<file path="src/rtl/node_processing_mem_portb_arbiter.sv">
// node_processing_mem_portb_arbiter
//
// Shares port B (s2) of a node's dual-port processing memory between two
// Avalon-MM requesters. Master 0 is the network receive DMA and master 1 is
// the send/debug path.
//
// Arbitration is round-robin. A master may also hold the grant for a short
// atomic sequence by asserting lock, and that hold is bounded by LOCK_MAX
// transfers. Port B registers its address and returns data unregistered, so
// every accepted read returns its data exactly one cycle later.
//
// Ports:
//   clk, reset           system clock, synchronous active-high reset
//   reset_req            memory clock-enable kill; blocks all new transfers
//   m0_*, m1_*           Avalon-MM slave ports, one per requester
//                        (address, read, write, writedata, byteenable, lock,
//                         waitrequest, readdata, readdatavalid)
//   mem_*2               memory s2 interface (address, chipselect, write,
//                        writedata, byteenable, clken, readdata)
//   rw_err               sticky flag: some master asserted read and write together
module node_processing_mem_portb_arbiter #(
  parameter int ADDR_W   = 15,
  parameter int DATA_W   = 16,
  parameter int BE_W     = 2,
  parameter int LOCK_MAX = 16
) (
  input  logic              clk,
  input  logic              reset,
  input  logic              reset_req,
  input  logic [ADDR_W-1:0] m0_address,
  input  logic              m0_read,
  input  logic              m0_write,
  input  logic [DATA_W-1:0] m0_writedata,
  input  logic [BE_W-1:0]   m0_byteenable,
  input  logic              m0_lock,
  output logic              m0_waitrequest,
  output logic [DATA_W-1:0] m0_readdata,
  output logic              m0_readdatavalid,
  input  logic [ADDR_W-1:0] m1_address,
  input  logic              m1_read,
  input  logic              m1_write,
  input  logic [DATA_W-1:0] m1_writedata,
  input  logic [BE_W-1:0]   m1_byteenable,
  input  logic              m1_lock,
  output logic              m1_waitrequest,
  output logic [DATA_W-1:0] m1_readdata,
  output logic              m1_readdatavalid,
  output logic [ADDR_W-1:0] mem_address2,
  output logic              mem_chipselect2,
  output logic              mem_write2,
  output logic [DATA_W-1:0] mem_writedata2,
  output logic [BE_W-1:0]   mem_byteenable2,
  output logic              mem_clken2,
  input  logic [DATA_W-1:0] mem_readdata2,
  output logic              rw_err
);

  localparam logic [7:0] LOCK_LIMIT = 8'(LOCK_MAX);

  logic       rr_ptr;
  logic       lock_valid;
  logic       lock_owner;
  logic [7:0] lock_cnt;
  logic       rd_pend;
  logic       rd_tag;

  logic req0;
  logic req1;
  logic grant_valid;
  logic winner;
  logic win_write;
  logic win_lock;
  logic rd_accept;
  logic [7:0] lock_cnt_inc;

  assign req0 = m0_read | m0_write;
  assign req1 = m1_read | m1_write;

  // The winner is chosen purely from the registered arbitration state and the
  // current requests. While locked, only the owner is eligible. Reset and
  // reset_req both block every new transfer.
  always_comb begin
    grant_valid = 1'b0;
    winner      = 1'b0;
    if (!reset && !reset_req) begin
      if (lock_valid) begin
        winner      = lock_owner;
        grant_valid = lock_owner ? req1 : req0;
      end else if (req0 && req1) begin
        winner      = rr_ptr;
        grant_valid = 1'b1;
      end else if (req0) begin
        winner      = 1'b0;
        grant_valid = 1'b1;
      end else if (req1) begin
        winner      = 1'b1;
        grant_valid = 1'b1;
      end
    end
  end

  // A request with both read and write asserted is handled as a write.
  assign win_write    = winner ? m1_write : m0_write;
  assign win_lock     = winner ? m1_lock  : m0_lock;
  assign rd_accept    = grant_valid & ~win_write;
  assign lock_cnt_inc = lock_cnt + 8'd1;

  assign m0_waitrequest = ~(grant_valid & ~winner);
  assign m1_waitrequest = ~(grant_valid &  winner);

  assign mem_chipselect2 = grant_valid;
  assign mem_write2      = grant_valid & win_write;
  assign mem_address2    = grant_valid ? (winner ? m1_address    : m0_address)    : '0;
  assign mem_writedata2  = grant_valid ? (winner ? m1_writedata  : m0_writedata)  : '0;
  assign mem_byteenable2 = grant_valid ? (winner ? m1_byteenable : m0_byteenable) : '0;
  assign mem_clken2      = 1'b1;

  // Read data is returned the cycle after acceptance. Reset in that return
  // cycle suppresses the strobe, and reset_req does not.
  assign m0_readdatavalid = rd_pend & ~rd_tag & ~reset;
  assign m1_readdatavalid = rd_pend &  rd_tag & ~reset;
  assign m0_readdata      = m0_readdatavalid ? mem_readdata2 : '0;
  assign m1_readdata      = m1_readdatavalid ? mem_readdata2 : '0;

  // Arbitration state, lock bookkeeping and the read-return pipeline stage.
  // While reset_req is high, only the read return keeps moving.
  // A locked owner that stops requesting, drops lock, or reaches LOCK_MAX
  // releases the lock. The pointer then favours the other master.
  always_ff @(posedge clk) begin
    if (reset) begin
      rr_ptr     <= 1'b0;
      lock_valid <= 1'b0;
      lock_owner <= 1'b0;
      lock_cnt   <= 8'd0;
      rd_pend    <= 1'b0;
      rd_tag     <= 1'b0;
      rw_err     <= 1'b0;
    end else begin
      rd_pend <= rd_accept;
      if (rd_accept) begin
        rd_tag <= winner;
      end
      if (!reset_req) begin
        if ((m0_read && m0_write) || (m1_read && m1_write)) begin
          rw_err <= 1'b1;
        end
        if (lock_valid) begin
          if (grant_valid && win_lock && (lock_cnt_inc < LOCK_LIMIT)) begin
            lock_cnt <= lock_cnt_inc;
          end else begin
            lock_valid <= 1'b0;
            lock_cnt   <= 8'd0;
            rr_ptr     <= ~lock_owner;
          end
        end else if (grant_valid) begin
          rr_ptr <= ~winner;
          if (win_lock && (LOCK_MAX > 1)) begin
            lock_valid <= 1'b1;
            lock_owner <= winner;
            lock_cnt   <= 8'd1;
          end
        end
      end
    end
  end

endmodule

</file>
<file path="config.mk">
export PLATFORM = sky130hd
export DESIGN_NAME = node_processing_mem_portb_arbiter
export DESIGN_NICKNAME = d
export VERILOG_FILES = /design/src/rtl/node_processing_mem_portb_arbiter.sv
export SDC_FILE = /design/constraint.sdc
export NUM_CORES = 1
export LEC_CHECK = 0
export ABC_AREA = 1
export BUFFER_PORTS_ARGS = -buffer_cell sky130_fd_sc_hd__buf_2
export CAP_MARGIN = 25
export CORE_ASPECT_RATIO = 1.4
export CORE_MARGIN = 4
export CORE_UTILIZATION = 35
export DETAILED_ROUTE_END_ITERATION = 10
export PLACE_DENSITY = 0.86
export SLEW_MARGIN = 30
export SYNTH_ARGS = -nofsm -noshare
export SYNTH_HDL_FRONTEND = slang
export SYNTH_SLANG_ARGS = --single-unit
</file>
<file path="constraint.sdc">
create_clock -name clk -period 2.51 [get_ports clk]
set_clock_uncertainty 0.05 [all_clocks]
set_input_delay 0.6275 -clock clk [delete_from_list [all_inputs] [get_ports clk]]
set_output_delay 0.6275 -clock clk [all_outputs]
set_load 0.05 [all_outputs]
</file>
==> results.tsv <==
metric	value	unit
DR WL/cell	21.3	um
final wirelength	11700	um
VDD IR-drop max	293	uV
die area	0.00555	mm2
Fin. Hold Viols	0	
# DRC	0	
Post-synth EDFFs	0	
distinct cell type count of the synthesized netlist	23	
Async SR Flop Fraction	0	
Setup crit end kind	output pin	
PwrDens	293	mW/mm2
Post-Syn Area per Cell	5.07	um2
startpoint types	primary input	
share of the synthesized area in the top cell type	0.265	
Placed Cells	533	
vias in the first global route	2541	
top-count cell post-synth	nand2_1	
failing checks	negative setup slack	
Hold Crit Class	reg2reg	
kind of critical path	in2out	
max_cap viols	0	
ant diodes	0	
initial antenna violation count	0	
Final Max Slew Viols	0	
Power Internal	0.598	mW
Worst Path Required	1830	ps
Crit Path Max Fanout	14	
Initial Util	0.364	
Mapped Area	0.00154	mm2
Clk pwr share	0.215	
CP Data Arrival Time	1950	ps
CTS Buffer Depth	2	
final core occ	0.879	
register area share after synthesis	0.182	
IO buf count	162	
core area	0.00424	mm2
Gate power share	0.571	
row count	28	
nets	580	
status	complete, but fails checks	
area grow syn2layout	142	%
fin cells	547	
Area contributors post-synth	nand2_1 27%, dfxtp_1 18%, a21oi_1 13%	
yosys warns	0	
leakage power	1.82	nW
clock root cell	clkbuf_8	
drt first-iter violations	338	
share of layout cells above drive strength 1	0.645	
post-synth top area cell	nand2_1	
synthesized flop and latch total	14	
Final Cycle Share	1.05	
fmax	381	MHz
Num CTS Buffers	3	
min cycle time layout	2620	ps
Pwr Total	1.09	mW
RSZ-0062 raised after global routing	true	
Sequential Power Share	0.214	
Total Routing Usage GR	0.268	
Antenna Nets Post-Route	0	
drt via density	5.69	
Place WS	-92.1	ps
Initial DRT Pass Iterations	6	
final setup violating endpoints	33	
most common flop cell mapped by yosys	dfxtp_1	
Hold Buf Count CTS	0	
first-pass GRT wire length	11800	um
largest net degree at the start of global routing	34	
# clock sinks	14	
CTS HTree Levels	1	
Psw	0.494	mW
grt ovf	0	
CTS tree	built	
Die Ht	86.5	um
worst skew pair latency	260	ps
synthesized netlist cell count	304	
Die X	64.1	um
switching part of the total	0.452	
syn nets	396	
IO Count	164	
DPL Wire Length	6050	um
via count	3110	
worst setup margin	-114	ps
commonest cells in the netlist	109 x nand2_1, 45 x nor2_1, 41 x inv_1	
clk slew on worst S/H paths	70	ps
final RePlAce weighted congestion	0.843	
fillers	171	
[stage by stage]
step	hold WS, ps	instance area (um2)	TNS, ps
2_1_floorplan	388	2260	-6750
3_3_place_gp	401	3170	-862
3_5_place_dp	407	3170	-1990
4_1_cts	417	3340	0
5_1_grt	474	3730	-3160
6_report	441	3730	-1570
[cells in the final DEF (no fill, tap or decap), types with 3 or more instances in the layout]
cell and count:
a21oi_1 6, a21oi_2 3, a21oi_4 32, buf_12 6, buf_2 124, buf_4 22
buf_6 33, buf_8 7, clkbuf_8 4, dfxtp_1 14, inv_1 35, inv_2 4
nand2_1 80, nand2_2 29, nand2_4 4, nand3_1 14, nor2_1 12, nor2_2 11
nor2_4 23, nor3_1 5, o21ai_0 4, o21ai_2 3
[final timing paths]
check / endpoint / slack (ps) / startpoint / depth (start not counted)
max: mem_writedata2[3] / -110 / m1_write / 11
min: rw_err / 440 / rw_err / 2
min reg2reg: rw_err / 440 / rw_err / 2
max reg2reg: lock_cnt[3] / 470 / lock_owner / 13
[area by class of cell]
class	count	area, um2	share of cell area
Multi-Input combinational cell	233	1710	0.458
Inverter	42	175	0.0470
Sequential cell	14	280	0.0752
Timing Repair Buffer	194	1430	0.384
Tap cell	60	75.1	0.0201
Clock buffer	4	55.1	0.0148
[routing by layer]
metal | track usage | vias up | part of all wire
met5 | 0 | - | 0
met4 | 0.131 | 0 | 0.095
met3 | 0.0493 | 117 | 0.098
met2 | 0.520 | 278 | 0.50
met1 | 0.268 | 1414 | 0.31
li1 | - | 1301 | -
[state kept, by name, summed over array words and instances, names as in the netlist]
register    count
rd_tag          1
rd_pend         1
rr_ptr          1
lock_cnt        8
rw_err          1
lock_valid      1
lock_owner      1
[power groups by stage]
stage          clock network (mW)  logic, mW  registers, mW
6_report                    0.235      0.624          0.233
3_3_place_gp                    0      0.483          0.237
2_1_floorplan                   0      0.347          0.241
3_5_place_dp                    0      0.492          0.238
5_1_grt                     0.241      0.644          0.234
4_1_cts                     0.228      0.516          0.233
[what timing repair did]
item                       CTS  global route
setup endpoints to repair   34            35
pin swaps                    0            11
hold endpoints to repair     0             0
cloned                       0             4
resized for setup           42            81
setup buffers                0             6
[cell families after synthesis]
logic type                 share of synthesized area
other                                        0.00243
adders and majority gates                    0.00812
AOI/OAI and AO/OA                              0.166
DFF                                            0.182
and+or+nand+nor                                0.485
buffers and inverters                          0.157
[worst max-delay path: stages]
cell and delay, ps:
buf_4 140, inv_12 50, nand2_4 50, nand2_2 90
buf_4 120, nand2_2 60, nand2_4 140, buf_12 180
nand2_1 130, a21oi_4 180, buf_6 170
Note: power is estimated with default switching activity, not from simulation.
